===== src/rtl/somador_pkg.sv =====
// Shared definitions for the serial nibble adder: FSM state encoding,
// default operand size and nibble width.
package somador_pkg;

  // Controller states: idle, nibble loop, publish result.
  typedef enum logic [1:0] {
    OCIOSO = 2'd0,
    SOMA   = 2'd1,
    FIM    = 2'd2
  } estado_t;

  localparam int NIBBLES_DEF = 4;
  localparam int NIB_W       = 4;

endpackage


===== src/rtl/somador4bits.sv =====
// Purely combinational 4-bit adder with carry in/out, shared by the
// serial controller for every nibble of a wide addition.
module somador4bits
  import somador_pkg::*;
(
  input  logic [NIB_W-1:0] a,
  input  logic [NIB_W-1:0] b,
  input  logic             cin,
  output logic [NIB_W-1:0] s,
  output logic             cout
);

  // Zero-extend every term so the fifth bit carries the nibble's carry-out.
  assign {cout, s} = {1'b0, a} + {1'b0, b} + {{NIB_W{1'b0}}, cin};

endmodule


===== src/rtl/somador_serial_ctrl.sv =====
// Serial wide adder: latches A/B/cin on a start request, then pushes one
// nibble pair per clock (LSB first) through a single somador4bits,
// collecting the partial sums and publishing {cout, s} with a done pulse.
// Optional signed-overflow output is built when SOMADOR_OVF_EN is defined.
module somador_serial_ctrl
  import somador_pkg::*;
#(
  parameter int NIBBLES = NIBBLES_DEF
) (
  input  logic                   clk,
  input  logic                   rst,
  input  logic                   inicio,
  input  logic [NIB_W*NIBBLES-1:0] a,
  input  logic [NIB_W*NIBBLES-1:0] b,
  input  logic                   cin,
  output logic                   ocupado,
  output logic                   pronto,
  output logic [NIB_W*NIBBLES-1:0] s,
  output logic                   cout
`ifdef SOMADOR_OVF_EN
  ,
  output logic                   ovf
`endif
);

  localparam int W  = NIB_W * NIBBLES;
  localparam int IW = (NIBBLES > 1) ? $clog2(NIBBLES) : 1;

  estado_t          estado, estado_nx;
  logic [IW-1:0]    idx;
  logic [W-1:0]     op_a, op_b;
  logic [W-1:0]     acc, acc_nx;
  logic             carry;
  logic             ultimo;
  logic [NIB_W-1:0] nib_a, nib_b, nib_s;
  logic             nib_cout;

  assign nib_a   = op_a[idx*NIB_W +: NIB_W];
  assign nib_b   = op_b[idx*NIB_W +: NIB_W];
  assign ultimo  = (idx == IW'(NIBBLES - 1));
  assign ocupado = (estado != OCIOSO);
  assign pronto  = (estado == FIM);

  somador4bits u_somador (
    .a    (nib_a),
    .b    (nib_b),
    .cin  (carry),
    .s    (nib_s),
    .cout (nib_cout)
  );

  // Next state and the accumulator image with the current nibble merged in.
  always_comb begin
    // NOTE: every output of this block gets a default first so no path can
    // leave it unassigned and infer a latch.
    estado_nx = estado;
    acc_nx    = acc;
    acc_nx[idx*NIB_W +: NIB_W] = nib_s;
    case (estado)
      OCIOSO:  if (inicio) estado_nx = SOMA;
      SOMA:    if (ultimo) estado_nx = FIM;
      FIM:     estado_nx = OCIOSO;
      default: estado_nx = OCIOSO;
    endcase
  end

  // State register, operand capture, nibble loop and result publication.
  always_ff @(posedge clk) begin
    // NOTE: sequential state uses non-blocking assignments so every register
    // samples the pre-edge values regardless of statement order.
    if (rst) begin
      estado <= OCIOSO;
      idx    <= '0;
      op_a   <= '0;
      op_b   <= '0;
      acc    <= '0;
      carry  <= 1'b0;
      s      <= '0;
      cout   <= 1'b0;
`ifdef SOMADOR_OVF_EN
      ovf    <= 1'b0;
`endif
    end else begin
      estado <= estado_nx;
      case (estado)
        OCIOSO: begin
          if (inicio) begin
            op_a  <= a;
            op_b  <= b;
            carry <= cin;
            idx   <= '0;
          end
        end
        SOMA: begin
          acc   <= acc_nx;
          carry <= nib_cout;
          idx   <= ultimo ? '0 : idx + 1'b1;
          if (ultimo) begin
            // Publish on the edge entering FIM, final nibble included.
            s    <= acc_nx;
            cout <= nib_cout;
`ifdef SOMADOR_OVF_EN
            ovf  <= (op_a[W-1] == op_b[W-1]) && (nib_s[NIB_W-1] != op_a[W-1]);
`endif
          end
        end
        default: ;
      endcase
    end
  end

endmodule


===== config.mk =====
export PLATFORM = sky130hd
export DESIGN_NAME = somador_serial_ctrl
export DESIGN_NICKNAME = d
export VERILOG_FILES = /design/src/rtl/somador_pkg.sv /design/src/rtl/somador4bits.sv /design/src/rtl/somador_serial_ctrl.sv
export SDC_FILE = /design/constraint.sdc
export NUM_CORES = 1
export LEC_CHECK = 0
export ABC_CLOCK_PERIOD_IN_PS = 7950
export BUFFER_PORTS_ARGS = -buffer_cell sky130_fd_sc_hd__buf_4
export CORE_ASPECT_RATIO = 1.25
export CORE_MARGIN = 2
export CORE_UTILIZATION = 50
export CTS_CLUSTER_SIZE = 30
export DETAILED_ROUTE_END_ITERATION = 10
export PLACE_DENSITY = 0.71
export SLEW_MARGIN = 20
export SYNTH_ARGS = -nofsm -noshare
export SYNTH_HDL_FRONTEND = slang
export SYNTH_SLANG_ARGS = --single-unit

===== constraint.sdc =====
create_clock -name clk -period 7.95 [get_ports clk]
set_input_delay 1.1925 -clock clk [delete_from_list [all_inputs] [get_ports clk]]
set_output_delay 1.1925 -clock clk [all_outputs]
set_load 0.01 [all_outputs]

Word-level counts from Yosys, hierarchy flattened
Cells that the tools add are included.
{"block": "word_totals", "reg_bits": 70, "inputBits": 36, "output_inout_bits": 19}
{"block": "classes", "n_addsub": 4, "eq_ne": 5, "shift": 4, "n_mux": 9, "reduce_logical": 7}
{"cell": "$neg A4 Y34", "n": 1}
{"cell": "$shift A4 B34 Y16 const A", "n": 1}
{"cell": "$shiftx A4 B34 Y16", "n": 1}
{"cell": "$shiftx A16 B5 Y4", "n": 2}
{"cell": "$bwmux W16", "n": 1}
{"cell": "$mux W2", "n": 4}
{"cell": "$pmux W2 S2", "n": 2}
{"cell": "$reduce_and A2 Y1", "n": 4}
{"cell": "$add A4 B4 Y5", "n": 1}
{"cell": "$add A5 B1 Y5", "n": 1}
{"cell": "$eq A2 B2 Y1 const B", "n": 2}
{"cell": "$ne A2 B2 Y1 const B", "n": 2}
{"cell": "$reduce_bool A2 Y1", "n": 2}
{"cell": "$add A2 B1 Y2 const B", "n": 1}
{"cell": "$eq A2 B1 Y1 const B", "n": 1}
{"cell": "$logic_not A2 Y1", "n": 1}
{"cell": "$pmux W1 S2", "n": 1}
{"cell": "$mux W1", "n": 1}

Depth between registers and ports, before layout
{"block": "logic_depth", "word_depth": 5, "mapped_depth": 9}

Hierarchy
A second synthesis with hierarchy kept.
{"block": "unflattened", "hier_cells": 361, "area_unflattened_um2": 3268.1}
{"mod": "somador_serial_ctrl", "n_inst": 1, "cells_per_inst": 345, "area_each_um2": 3124.2, "seq_area_each_um2": 1401.3}
{"mod": "somador4bits", "n_inst": 1, "cells_per_inst": 16, "area_each_um2": 143.9, "seq_area_each_um2": 0.0}

Least setup slack after synthesis
OpenSTA, ideal clock, no wires.
{"block": "synth_timing", "path_kind": "register to register", "start": "reg idx[0]", "end": "reg acc[5]", "setup_ps": 86, "arrival_ps": 2683, "required_time_ps": 7864, "slack_ps": 5182, "path_stages_with_launch": 9, "path_cell_list": "dfxtp_1 -> buf_4 -> mux4_2 -> fa_1 -> inv_1 -> fa_1 -> nor4_1 -> a21oi_1 -> a211oi_1"}
{"block": "synth_via", "elab_chain_len": 5}
{"element": "start, declared", "line": "somador_serial_ctrl.sv:30", "rtl": "logic [IW-1:0] idx;"}
{"element": "start signal, assigned", "line": "somador_serial_ctrl.sv:97", "rtl": "idx <= ultimo ? '0 : idx + 1'b1;"}
{"element": "$shiftx A16 B5 Y4 (on tied branches)", "line": "somador_serial_ctrl.sv:38, somador_serial_ctrl.sv:39"}
{"element": "$add A4 B4 Y5", "line": "somador4bits.sv:14", "rtl": "assign {cout, s} = {1'b0, a} + {1'b0, b} + {{NIB_W{1'b0}}, cin};"}
{"element": "$add A5 B1 Y5", "line": "somador4bits.sv:14"}
{"element": "$shiftx A4 B34 Y16", "line": "somador_serial_ctrl.sv:58", "rtl": "acc_nx[idx*NIB_W +: NIB_W] = nib_s;"}
{"element": "$bwmux W16 (*)", "line": "somador_serial_ctrl.sv:58"}
{"element": "end signal, assigned", "line": "somador_serial_ctrl.sv:95", "rtl": "acc <= acc_nx;"}
{"element": "end, declared", "line": "somador_serial_ctrl.sv:32", "rtl": "logic [W-1:0] acc, acc_nx;"}
Mark *: on every way between the ends. The rest lies on a longest branch, timed or not.
A chain may end at the register's enable or synchronous reset.

Worst setup path in the final report
Ends and elaborated chain as after synthesis.

==> results.md <==
* Crit path kind: reg -> reg
* Post-CTS sizing at 0
* Row count at 32
* Synth unique cells at 39
* Crit-path max FO at 18
* Diode count at 0
* Status: completed
* Final WS setup at 4810 ps
* Hold EP: op_b[14]$_SDFFE_PP0P_
* Hold Path Stages at 2
* Syn Nets at ~410
* CTS H-tree depth at 3
* Total chip power at around 0.74 mW
* Vias in the first global route at between 2000 and 2500
* CTS Sinks at 70
* Worst R2R End: acc[5]$_SDFFE_PP0P_
* Commonest non-fill, non-tap cell in the layout: nand2_1
* Worst r2r src: idx[0]$_SDFFE_PP0P_
* Postcts setup bufs at 0
* Setup violations, final at 0
* Die height at around 92 microns
* Most frequent cells in the layout: nand2_1 (78), dfxtp_1 (70), buf_4 (54)
* Fraction of met2 tracks used by global routing at 34.0%
* Final Cycle Share at between 30% and 40%
* Vias at about 2600
* Largest net degree at the start of global routing at a little over 70
* RSZ-0062 raised after global routing: no
* Hold Path Class: reg -> reg
* Peak VDD IR at approximately 0.13 mV
* Synthesis Warnings at 0
* Hold_sp: op_b[14]$_SDFFE_PP0P_
* Final Util at 60.6%
* DIE WIDTH at 74.3 microns
* R2R Setup Slk at roughly 4800 ps
* Placeable Area at 6090 sq um
* Setup TNS at 0 ps
* Period minus WS final at approximately 3100 ps
* Num CTS Buffers at 9
* Syn Std Cell Area at around 3100 sq um
* Most Used Layer, Global Route: met2
* Arrival time worst endpoint at ~3400 ps
* Avg WL per Cell at 13.7 microns
* Cts hold-fix bufs at 0
* Pre-CTS setup slack at ~4800 ps
* Overall global routing resource usage at between 20% and 30%
* Congestion Overflow GR at 0
* Vias per cell at around 5.3
* Pre-antenna DRT Iters at 4
* # DRC at 0
* Slew headroom at a little under two fifths
* GR met1 Demand/Resource at between 20% and 30%
* HPWL after detailed placement at 4500 microns
* Port Buf Inserts at 54
* Area Overhead vs Synth at 19.3%
* Initial antenna violation count at 0
* Worst EP required at between 8000 and 9000 ps
* FF+latch count, synth at 70
* Path depth of the worst reg2reg path at 7
* # Max-Cap Violations at 0
* Synth Instances at 358
* Layout cell share with drive strength beyond 1 at 21.2%
* Startpoint types: flop
* Avg Inst Size Synth at roughly 8.6 sq um
* Routed Antenna Nets at 0
* Clock root cell: clkbuf_8
* Clk_skew at between 5 and 6 ps
* Worst-margin pin slew at between 900 and 1000 ps
* Routed wire length at 6690 microns
* DRT iter0 DRCs at 176
* Power Density at 201 nW/um^2
* Seq/Total Area, Yosys at between 40 and 50%
* Fin. Hold Viols at 0
* Clock-pin slew on the worst setup and hold paths at about 70 ps
* Endpoint class of the critical path: flop
* Worst-Skew Late Latency at ~350 ps
* Die footprint at around 7000 sq um
* Global-route wire length before repair at 11100 microns
* CTS tree: built
* Starting Density at 50.8%
* I/O pin total at 55
* CTS max path bufs at 2
* GP Congestion at about 0.86
* GR met3 Demand/Resource at 4.40%
* Max Transition Viols Final at 0
* Static leakage at ~1.4 nW
* Maximum achievable frequency at 0.318 GHz
* Final nets at roughly 450
## logic make-up (layout without fill, tap and decap cells)
logic type	after synthesis	in the layout	share of synthesized area, %
AO/OA/AOI/OAI	81	81	16.6
XOR/XNOR	1	1	0.284
adder cells (fa/ha/maj)	11	11	4.94
buffers and inverters	34	81	4.70
flip-flops	70	70	45.4
multiplexers	8	8	5.83
AND/OR/NAND/NOR	153	153	22.2
## metal layers
| layer | wire length [microns] | vias to the layer above |
|---|---|---|
| met5 | 0 | - |
| met4 | 250 | 0 |
| met3 | 337 | 22 |
| met2 | 3360 | 80 |
| met1 | 2740 | 1183 |
| li1 | - | 1325 |
## worst max-delay path, cell delays in order, from the launching register on
cell and delay [ps]:
dfxtp_1 900, mux4_2 620, fa_1 420, inv_1 80, fa_1 450, nor4_1 270, a21oi_1 90, a211oi_1 230
## final cells by class
cell class / instances / area, sq um
clock buffer: 12 / 155
clock inverter: 4 / 30.0
fill: 587 / 2400
inverter: 11 / 41.3
multi-input combinational: 254 / 1550
sequential: 70 / 1400
tap: 85 / 106
timing repair buffer: 54 / 405
## registers in the layout, summed over array words and instances (netlist names)
register  count
op_b         16
acc          16
op_a         16
cout          1
s            16
carry         1
idx           2
estado        2
## how the worst max path moves through the flow
stage / start / to / slack (ps) / depth (start not counted)
6_report: idx[0]$_SDFFE_PP0P_ / acc[5]$_SDFFE_PP0P_ / 4810 / 7
3_5_place_dp: idx[0]$_SDFFE_PP0P_ / acc[5]$_SDFFE_PP0P_ / 4750 / 7
3_3_place_gp: idx[0]$_SDFFE_PP0P_ / acc[5]$_SDFFE_PP0P_ / 4850 / 7
4_1_cts: idx[0]$_SDFFE_PP0P_ / acc[5]$_SDFFE_PP0P_ / 4750 / 7
5_1_grt: idx[0]$_SDFFE_PP0P_ / acc[9]$_SDFFE_PP0P_ / 4560 / 8
2_1_floorplan: idx[0]$_SDFFE_PP0P_ / acc[5]$_SDFFE_PP0P_ / 5180 / 8
## synthesized netlist by cell type (all sizes together)
cell	count	area, sq um
nand3b	3	22.5
nand2	79	297
a32oi	6	52.6
nor3b	1	12.5
xnor2	1	8.76
fa	2	40.0
mux4	8	180
inv	11	41.3
nor3	11	60.1
nor2b	5	33.8
nand2b	1	6.26
and2	3	18.8
or3	1	6.26
nand3	2	10.0
a22oi	4	30.0
and2b	2	16.3
a31oi	4	25.0
nor4	2	27.5
dfxtp	70	1400
a221oi	6	52.6
clkbuf	15	56.3
a211oi	16	120
and3	3	18.8
a21o	1	7.51
o21a	1	7.51
nand4	1	6.26
nor2	38	143
and4	1	8.76
o21ai	5	28.8
buf	8	47.5
ha	9	113
a21oi	38	190
## metrics by stage
| stage | hold WS, ps | cell area [sq um] | std cells |
|---|---|---|---|
| 2_1_floorplan | 432 | 3090 | 358 |
| 3_3_place_gp | 440 | 3500 | 474 |
| 3_5_place_dp | 446 | 3500 | 474 |
| 4_1_cts | 455 | 3680 | 490 |
| 5_1_grt | 476 | 3690 | 490 |
| 6_report | 454 | 3690 | 490 |
## power breakdown
group	leakage [nW]	switching (mW)	total, mW	internal, mW
Clock	0.0930	0.136	0.267	0.131
Combinational	0.780	0.0561	0.0963	0.0402
Sequential	0.571	0.0109	0.377	0.366
Power figures use the tool's default switching activity.
